==> src/rtl/adain_pkg.sv <==
`default_nettype none
// ============================================================================
// Module  : adain_pkg
// Brief   : Shared constants and helpers for the AdaIN shift arbiter.
// Revision: 1.0  initial release
// ============================================================================
package adain_pkg;

  localparam int ADAIN_CNT_W   = 16;
  localparam int ADAIN_MAX_REQ = 8;

  // Never returns 0, so a single-value field still gets one bit.
  function automatic int clog2_safe(input int n);
    return (n <= 2) ? 1 : $clog2(n);
  endfunction

  // Scan upward from ptr, wrapping at n; the first set valid bit wins.
  function automatic logic [2:0] rr_pick(input logic [ADAIN_MAX_REQ-1:0] valid,
                                         input logic [2:0]               ptr,
                                         input int                       n);
    logic [2:0] pick;
    logic       found;
    logic [3:0] idx;
    pick  = '0;
    found = 1'b0;
    for (int i = 0; i < ADAIN_MAX_REQ; i++) begin
      idx = {1'b0, ptr} + 4'(i);
      if (idx >= 4'(n)) idx = idx - 4'(n);
      if (i < n && !found && valid[idx[2:0]]) begin
        pick  = idx[2:0];
        found = 1'b1;
      end
    end
    return pick;
  endfunction

endpackage
`default_nettype wire

==> src/rtl/adain_shift_core.sv <==
`default_nettype none
// ============================================================================
// Module  : adain_shift_core
// Brief   : Clamped zero-fill left barrel shifter with shifted-out-ones flag.
// Revision: 1.0  initial release
// ============================================================================
module adain_shift_core
  import adain_pkg::*;
#(
  parameter int WIDTH     = 48,
  parameter int MAX_SHIFT = 15,
  parameter int SW        = 4
) (
  input  logic [WIDTH-1:0] data_in,
  input  logic [SW-1:0]    shift_amt,
  output logic [WIDTH-1:0] data_out,
  output logic             ovf
);

  localparam logic [SW-1:0] C_MAX_SHIFT = SW'(MAX_SHIFT);

  logic [SW-1:0]        w_amt;
  logic [2*WIDTH-1:0]   w_ext;

  assign w_amt = (shift_amt > C_MAX_SHIFT) ? C_MAX_SHIFT : shift_amt;

  // Shift a double-width copy so the bits pushed out land in the upper half.
  always_comb begin
    w_ext = {{WIDTH{1'b0}}, data_in};
    for (int k = 0; k < SW; k++) begin
      if (w_amt[k]) w_ext = w_ext << (1 << k);
    end
  end

  assign data_out = w_ext[WIDTH-1:0];
  assign ovf      = |w_ext[2*WIDTH-1:WIDTH];

endmodule
`default_nettype wire

==> src/rtl/adain_shift_arbiter.sv <==
`default_nettype none
// ============================================================================
// Module  : adain_shift_arbiter
// Brief   : Round-robin sharing of one barrel shifter between NUM_REQ lanes.
// Revision: 1.0  initial release
// ============================================================================
module adain_shift_arbiter
  import adain_pkg::*;
#(
  parameter  int NUM_REQ   = 4,
  parameter  int WIDTH     = 48,
  parameter  int MAX_SHIFT = 15,
  parameter  int CNT_W     = ADAIN_CNT_W,
  localparam int SW        = clog2_safe(MAX_SHIFT + 1),
  localparam int IDW       = clog2_safe(NUM_REQ)
) (
  input  logic                  clk,
  input  logic                  rst,
  input  logic [NUM_REQ-1:0]    req_valid,
  output logic [NUM_REQ-1:0]    req_ready,
  input  logic [NUM_REQ*WIDTH-1:0] req_data,
  input  logic [NUM_REQ*SW-1:0] req_shift,
  output logic                  out_valid,
  input  logic                  out_ready,
  output logic [WIDTH-1:0]      out_data,
  output logic [IDW-1:0]        out_id,
  output logic                  out_ovf,
  output logic [CNT_W-1:0]      ovf_cnt,
  input  logic                  ovf_clr
);

  logic             r_s1_valid;
  logic [WIDTH-1:0] r_s1_data;
  logic [SW-1:0]    r_s1_shift;
  logic [IDW-1:0]   r_s1_id;
  logic             r_out_valid;
  logic [WIDTH-1:0] r_out_data;
  logic [IDW-1:0]   r_out_id;
  logic             r_out_ovf;
  logic [CNT_W-1:0] r_ovf_cnt;
  logic [IDW-1:0]   r_ptr;

  logic               w_s2_adv;
  logic               w_s1_adv;
  logic [IDW-1:0]     w_grant;
  logic [NUM_REQ-1:0] w_ready;
  logic               w_accept;
  logic [WIDTH-1:0]   w_shifted;
  logic               w_ovf;
  logic               w_out_hs;

  assign w_s2_adv = !r_out_valid || out_ready;
  assign w_s1_adv = !r_s1_valid || w_s2_adv;
  assign w_grant  = IDW'(rr_pick(ADAIN_MAX_REQ'(req_valid), 3'(r_ptr), NUM_REQ));
  assign w_out_hs = r_out_valid && out_ready;

  // out_ready reaches req_ready combinationally through w_s2_adv.
  always_comb begin
    w_ready = '0;
    if (!rst && w_s1_adv && (|req_valid)) w_ready[w_grant] = 1'b1;
  end

  assign w_accept  = |(req_valid & w_ready);
  assign req_ready = w_ready;

  adain_shift_core #(
    .WIDTH     (WIDTH),
    .MAX_SHIFT (MAX_SHIFT),
    .SW        (SW)
  ) u_core (
    .data_in   (r_s1_data),
    .shift_amt (r_s1_shift),
    .data_out  (w_shifted),
    .ovf       (w_ovf)
  );

  always_ff @(posedge clk) begin
    if (rst) begin
      r_s1_valid  <= 1'b0;
      r_s1_data   <= '0;
      r_s1_shift  <= '0;
      r_s1_id     <= '0;
      r_out_valid <= 1'b0;
      r_out_data  <= '0;
      r_out_id    <= '0;
      r_out_ovf   <= 1'b0;
      r_ovf_cnt   <= '0;
      r_ptr       <= '0;
    end else begin
      if (w_s2_adv) begin
        r_out_valid <= r_s1_valid;
        if (r_s1_valid) begin
          r_out_data <= w_shifted;
          r_out_id   <= r_s1_id;
          r_out_ovf  <= w_ovf;
        end
      end
      if (w_s1_adv) begin
        r_s1_valid <= w_accept;
        if (w_accept) begin
          r_s1_data  <= req_data[w_grant*WIDTH +: WIDTH];
          r_s1_shift <= req_shift[w_grant*SW +: SW];
          r_s1_id    <= w_grant;
          r_ptr      <= (w_grant == IDW'(NUM_REQ - 1)) ? '0 : w_grant + 1'b1;
        end
      end
      // Clear wins over a same-cycle increment.
      if (ovf_clr) begin
        r_ovf_cnt <= '0;
      end else if (w_out_hs && r_out_ovf && (r_ovf_cnt != '1)) begin
        r_ovf_cnt <= r_ovf_cnt + 1'b1;
      end
    end
  end

  assign out_valid = r_out_valid;
  assign out_data  = r_out_data;
  assign out_id    = r_out_id;
  assign out_ovf   = r_out_ovf;
  assign ovf_cnt   = r_ovf_cnt;

endmodule
`default_nettype wire

==> config.mk <==
export PLATFORM = sky130hd
export DESIGN_NAME = adain_shift_arbiter
export DESIGN_NICKNAME = d
export VERILOG_FILES = /design/src/rtl/adain_pkg.sv /design/src/rtl/adain_shift_core.sv /design/src/rtl/adain_shift_arbiter.sv
export SDC_FILE = /design/constraint.sdc
export NUM_CORES = 1
export LEC_CHECK = 0
export CAP_MARGIN = 20
export CORE_UTILIZATION = 44
export CTS_CLUSTER_DIAMETER = 80
export DETAILED_ROUTE_END_ITERATION = 12
export GPL_TIMING_DRIVEN = 0
export PLACE_DENSITY_LB_ADDON = 0.3
export SLEW_MARGIN = 20
export SYNTH_ARGS = -nofsm -noshare
export SYNTH_HDL_FRONTEND = slang
export SYNTH_SLANG_ARGS = --single-unit
==> constraint.sdc <==
create_clock -name clk -period 4.1 [get_ports clk]
set_input_delay 0.82 -clock clk [delete_from_list [all_inputs] [get_ports clk]]
set_output_delay 0.82 -clock clk [all_outputs]
set_load 0.1 [all_outputs]
### Word-level counts from Yosys, hierarchy flattened

Cells that the tools add are included.

| cells by class | value |
|---|---|
| muxes and demuxes | 28 |
| eq/ne operators | 2 |
| order comparisons | 11 |
| reduce and logical (&&, ||, !) cells | 23 |
| $add $sub $neg | 9 |
| shift-type cells | 2 |
| bitwise operators | 1 |
| divide/modulo/power cells | 0 |
| multiply operators | 1 |

Operator list:

| cell | count |
|---|---|
| 2-to-1 mux 96 bit | 3 |
| variable part select 192 x 9 -> 48 bit | 1 |
| 2-to-1 mux 49 bit | 1 |
| OR reduction 48 bit | 1 |
| adder 16 x 1 -> 16 bit, second input constant | 1 |
| less-than comparator 3 x 4 -> 1 bit, second input constant | 4 |
| != test 16 bit, second input constant | 1 |
| variable part select 16 x 5 -> 4 bit | 1 |
| binary-select mux 1 bit (select 3 bit) | 4 |
| 2-to-1 mux 3 bit | 4 |
| 2-to-1 mux 2 bit | 5 |
| >= comparator 3 bit, second input constant | 3 |
| logical AND 1 bit | 9 |
| subtractor 3 bit, second input constant | 3 |
| 2-to-1 mux 1 bit | 8 |
| 2-to-1 mux 4 bit | 2 |
| OR reduction 4 bit | 2 |
| adder 2 x 2 -> 3 bit, second input constant | 2 |
| zero test 1 bit | 6 |
| bitwise AND 4 bit | 1 |
| > comparator 4 bit, second input constant | 1 |
| multiplier 2 x 2 -> 4 bit, second input constant | 1 |
| AND reduction 2 bit | 2 |
| adder 2 x 1 -> 3 bit, second input constant | 1 |
| other kinds (9) | 10 |

| storage, ports and cells | value |
|---|---|
| input port bits | 216 |
| output and inout port bits | 72 |
| bits in latches | 0 |
| bits in registers | 125 |
| logic and storage cells | 87 |
| memories | 0 |
| bits in writable memories | 0 |
| ROM bits | 0 |

### Depth between registers and ports, before layout

| depth | value |
|---|---|
| depth after elaboration | 22 |
| gate-level depth with buffers | 19 |
| mapped depth without buffers | 14 |

### Modules after synthesis

From an unflattened synthesis, not the netlist that was laid out.

| unflattened totals | value |
|---|---|
| cells, all modules | 1311 |
| area, all modules | 10471.3 sq um |

Modules (own cells, without submodules):

| module | seq. area each (sq um) | cells an instance | area each (sq um) | instances |
|---|---|---|---|---|
| adain_shift_arbiter | 2502.4 | 1039 | 7995.2 | 1 |
| adain_shift_core | 0.0 | 272 | 2476.1 | 1 |

### Least setup slack after synthesis

OpenSTA, ideal clock, no wires.

| timing | value |
|---|---|
| path kind | input to output |
| start point | input port req_valid[1] |
| end point | output port req_ready[1] |
| data arrival time | 3480 ps |
| cell stages on the path | 6 |
| data required time | 3280 ps |
| slack | -200 ps |
| buffers on the path | 1 |
| cell sequence | clkbuf_2 > mux4_2 > o21ai_1 > and3_4 > nand2_1 > nor2_1 |

| on the way | value |
|---|---|
| cells in the longest elaborated chain, start to end | 17 |
| elaborated cells between the ends (all ways) | 29 |
| classes of those cells | 2 x order compare; 18 x mux; 9 x reduce/logical |

Ends and longest elaborated chain:

| what | line | RTL |
|---|---|---|
| start, declared | adain_shift_arbiter.sv:19 | `input logic [NUM_REQ-1:0] req_valid,` |
| binary-select mux 1 bit (select 3 bit) | adain_pkg.sv:29 | `if (i < n && !found && valid[idx[2:0]]) begin` |
| 2-to-1 mux 1 bit (not written as such) | adain_pkg.sv:29 |  |
| 2-to-1 mux 1 bit | adain_pkg.sv:29 |  |
| zero test 1 bit | adain_pkg.sv:29 |  |
| logical AND 1 bit | adain_pkg.sv:29 |  |
| 2-to-1 mux 1 bit | adain_pkg.sv:29 |  |
| zero test 1 bit | adain_pkg.sv:29 |  |
| logical AND 1 bit | adain_pkg.sv:29 |  |
| 2-to-1 mux 1 bit | adain_pkg.sv:29 |  |
| zero test 1 bit | adain_pkg.sv:29 |  |
| logical AND 1 bit | adain_pkg.sv:29 |  |
| 2-to-1 mux 2 bit | adain_pkg.sv:29 |  |
| less-than comparator 2 x 3 -> 1 bit (not written as such) / >= comparator 2 x 1 -> 1 bit (equally long branches) | adain_shift_arbiter.sv:60 | `if (!rst && w_s1_adv && (\|req_valid)) w_ready[w_grant] = 1'b1;` |
| logical AND 1 bit (not written as such) | adain_shift_arbiter.sv:60 |  |
| 2-to-1 mux 1 bit (not written as such) | adain_shift_arbiter.sv:60 |  |
| demux 1 bit (select 2 bit) | adain_shift_arbiter.sv:60 |  |
| 2-to-1 mux 4 bit (*) | adain_shift_arbiter.sv:60 |  |
| end, declared | adain_shift_arbiter.sv:20 | `output logic [NUM_REQ-1:0] req_ready,` |

Every way passes the cells marked *; elsewhere a longest branch is shown, timed or not. The select of a mux whose other input is x is not followed.

### Worst setup path in the final report

| timing | value |
|---|---|
| start point | register r_ptr[0] |
| end point | register r_s1_shift[3] |

| on the way | value |
|---|---|
| cells in the longest elaborated chain, start to end | 22 |
| elaborated cells between the ends (all ways) | 46 |
| classes of those cells | 7 x add/sub; 6 x order compare; 1 x shift; 22 x mux; 1 x bitwise; 9 x reduce/logical |

Ends and longest elaborated chain:

| what | line | RTL |
|---|---|---|
| start, declared | adain_shift_arbiter.sv:41 | `logic [IDW-1:0] r_ptr;` |
| start signal, assigned | adain_shift_arbiter.sv:104 | `r_ptr <= (w_grant == IDW'(NUM_REQ - 1)) ? '0 : w_grant + 1'b1;` |
| parallel branches: the longest is 13 deep, another holds adder 2 x 1 -> 3 bit | n/a |  |
| 2-to-1 mux 2 bit (*) | adain_pkg.sv:29 |  |
| less-than comparator 2 x 3 -> 1 bit (not written as such) / >= comparator 2 x 1 -> 1 bit (equally long branches) | adain_shift_arbiter.sv:60 |  |
| logical AND 1 bit (not written as such) | adain_shift_arbiter.sv:60 |  |
| 2-to-1 mux 1 bit (not written as such) | adain_shift_arbiter.sv:60 |  |
| demux 1 bit (select 2 bit) | adain_shift_arbiter.sv:60 |  |
| 2-to-1 mux 4 bit | adain_shift_arbiter.sv:60 |  |
| bitwise AND 4 bit | adain_shift_arbiter.sv:63 | `assign w_accept = \|(req_valid & w_ready);` |
| OR reduction 4 bit | adain_shift_arbiter.sv:63 |  |
| AND reduction 2 bit (no line) | n/a |  |
| end signal, assigned | adain_shift_arbiter.sv:102 | `r_s1_shift <= req_shift[w_grant*SW +: SW];` |
| end, declared | adain_shift_arbiter.sv:34 | `logic [SW-1:0] r_s1_shift;` |

Mark *: on every way between the ends. The select of a mux whose other input is x is not followed.
A chain may end at the register's enable or synchronous reset.

==> impl_metrics.py <==
metrics = {
    "synth": {
        "synth.area.top_cells": "dfxtp_1 25%, mux2i_1 10%, mux4_2 8.4%, o221ai_2 7.6%, nand2_1 6.3%",
        "synthArstFlopShare_pct": 0,
        "synth_compound_area_share_pct": 25.9,
        "synth-edff-count": 0,
        "synth_fa_ha_area_share_pct": 0.631,
        "syn_area_sq_mm": 0.00992,
        "avgSynthCellArea_sq_um": 8.24,
        "yosys.area_share.simple_pct": 18.4,
        "muxShareOfSynthArea_pct": 19.6,
        "ys.flop_type": "dfxtp_1",
        "synth_xor_area_share_pct": 1.32,
        "mappedNetlistNets": 1425,
        "synth_top_family_by_area": "compound AO/OA/AOI/OAI gates",
        "yosysMostFrequentCell": "nand2_1",
        "yosys_warnings": 0,
        "ys_types": 67,
        "ys_seq_area_share_pct": 25.2,
        "yosysTopAreaCell": "dfxtp_1",
        "synth_common_cells": "166 x nand2_1, 125 x dfxtp_1, 102 x mux2i_1",
        "syn_inst": 1204,
        "synth_top_area_share_pct": 25.2,
        "synth_seq_cells": 125,
    },
    "timing": {
        "worst_slew_pin_slew_ps": 1020,
        "setup_violations": 0,
        "clock.fmax_mhz": 253,
        "clock-skew-final_ps": 7.40,
        "rsz0062_at_grt": "yes",
        "layout_min_cycle_time_ps": 3950,
        "slew_headroom_pct": 31.6,
        "postLayoutSetupSlackWorst_ps": 153,
        "drv_slew": 0,
        "holdWs_ps": 452,
        "hold_viol": 0,
        "period_share_pct": 96.3,
    },
    "detailed_routing": {
        "drtIter0Drc": 947,
        "wl_per_cell_microns": 19.8,
        "postRouteAntennaNets": 0,
        "first_pass_iters": 10,
        "drc": 16,
        "wirelength_microns": 35900,
        "via_per_inst": 6.04,
        "vias": 10900,
    },
    "hold_path": {
        "min_path_type": "reg -> reg",
    },
    "die": {
        "core-area_sq_mm": 0.0220,
        "dieHeight_microns": 152,
        "ios": 288,
        "die_area_sq_mm": 0.0232,
        "die_w_microns": 152,
        "start_util_pct": 45.2,
        "num_rows": 54,
    },
    "grt": {
        "grt_max_degree": 18,
        "grt_overflow": 0,
        "grt_pass1_wl_microns": 56400,
        "grt_pass1_vias": 10300,
        "antenna_found_initial": 0,
        "grt_usage_pct": 30.5,
    },
    "clock_tree": {
        "cts.sinks": 125,
        "insertion_delay_ps": 430,
        "cts_tree": "yes",
        "cts_buffers": 17,
        "cts_root_buffer": "clkbuf_16",
        "clk_pin_slew_worst_paths_ps": 60,
        "cts_max_path_buffers": 2,
        "cts_max_level": 4,
    },
    "layout": {
        "nets": 1740,
        "final_area_sq_mm": 0.0139,
        "diodes": 0,
        "drive_gt1_share_pct": 16.2,
        "areaGrowthSynthToFinish_pct": 40.1,
    },
    "place": {
        "portBuffers": 284,
        "dp_slack_ps": -1330,
        "place.gp.congestion": 0.949,
        "dp.final_hpwl_microns": 27800,
        "placed_area_sq_mm": 0.0131,
    },
    "worst_setup_path": {
        "crit_arrival_ps": 4240,
        "cp_max_fo": 10,
        "end_kind": "flop",
        "worst_setup_path_start_kind": "flop",
        "critPathKind": "reg -> reg",
        "required_ps": 4390,
    },
    "power_and_ir_drop": {
        "p_leak_nw": 4.89,
        "power.density_mw_per_mm2": 730,
        "finalPower_w": 0.0102,
        "vdd_drop_max_v": 0.000366,
    },
    "run_status": {
        "status": "finished with violations",
        "violations": "DRC",
    },
    "flow_run": {
        "max_cap_violations": 0,
    },
}
-- metal layers --
layer,up-vias,wire length (microns),global-route usage (%)
li1,5100,-,-
met1,5134,14800,40.3
met2,638,17200,50.8
met3,74,3080,4.95
met4,0,916,9.91
met5,-,0,0
-- kinds of logic after synthesis --
group,Yosys count
buffers and inverters,184
muxes,147
and+or+nand+nor,407
AOI/OAI and AO/OA,321
xor gates and xnor gates,15
DFF,125
adders and majority gates,5
-- path summary, 6_finish.rpt --
path | end | cells after the start | startpoint | slack, ps
worst min register to register | out_data[23] | 2 | out_data[23] | 450
worst max-delay path | r_s1_shift[3] | 18 | r_ptr[0] | 150
worst max register to register | r_s1_shift[3] | 18 | r_ptr[0] | 150
worst min-delay path | out_data[23] | 2 | out_data[23] | 450
-- metrics by stage --
step,utilization (%),instances,setup TNS [ps]
3_5_place_dp,59.8,1768,-59590
3_3_place_gp,59.8,1768,-57790
4_1_cts,63.0,1803,0
5_1_grt,63.3,1811,-31.1
6_report,63.3,1811,0
2_1_floorplan,-,1204,-2070
-- registers in the layout, indices dropped and copies added (netlist names) --
register	cells
r_s1_valid	1
out_ovf	1
out_id	2
r_s1_id	2
out_valid	1
r_s1_data	48
r_s1_shift	4
r_ptr	2
ovf_cnt	16
out_data	48
-- critical path: stages, from the launching register on --
cell,delay (ps)
dfxtp_2,360
buf_6,160
clkinv_4,90
ha_4,320
mux4_2,330
nor2b_1,120
buf_4,170
or3_1,160
and3_4,240
clkinv_8,70
ha_2,200
a22oi_2,200
or3b_1,390
o221a_4,280
o21ai_4,90
or2_1,170
buf_8,170
buf_12,160
o221ai_2,100
-- final cells by class --
cell class | instances | area, sq um
tap | 280 | 350
fill | 1903 | 8050
clock inverter | 9 | 111
inverter | 60 | 243
multi-input combinational | 895 | 6580
buffer | 123 | 682
timing repair buffer | 297 | 2960
sequential | 125 | 2500
clock buffer | 22 | 474
-- power breakdown --
| group | leakage [nW] | switching [W] | internal (W) |
|---|---|---|---|
| clock network | 0.283 | 0.000557 | 0.000940 |
| registers | 1.02 | 0.000263 | 0.00150 |
| logic | 3.59 | 0.00428 | 0.00262 |
-- placed cells by master, fill, tap and decap left out, drive strengths merged, types with 4 or more instances in the layout --
cell,netlist,layout
o221ai,56,56
clkinv,2,6
dfxtp,125,125
o211ai,11,11
xor2,8,8
nand4,4,4
nand2,167,167
and3,7,7
a21oi,46,46
clkbuf,82,105
and2,6,6
a31o,52,52
a211oi,7,7
a31oi,56,56
buf,42,57
a22oi,5,5
nor2b,5,5
mux4,37,37
inv,58,59
o21ai,66,66
nor3,60,60
clkdlybuf4s50,0,279
mux2,8,8
ha,5,5
nand2b,4,4
mux2i,102,102
nor2,59,59
nand3,81,81
xnor2,7,7
-- what timing repair did --
action,4_1_cts,5_1_grt
gates cloned,0,0
buffers inserted,5,8
endpoints found under the hold margin,0,0
endpoints found under the setup margin,61,53
hold buffers,0,0
pin swaps,2,1
gates resized for setup,53,4
Power figures use the tool's default switching activity.
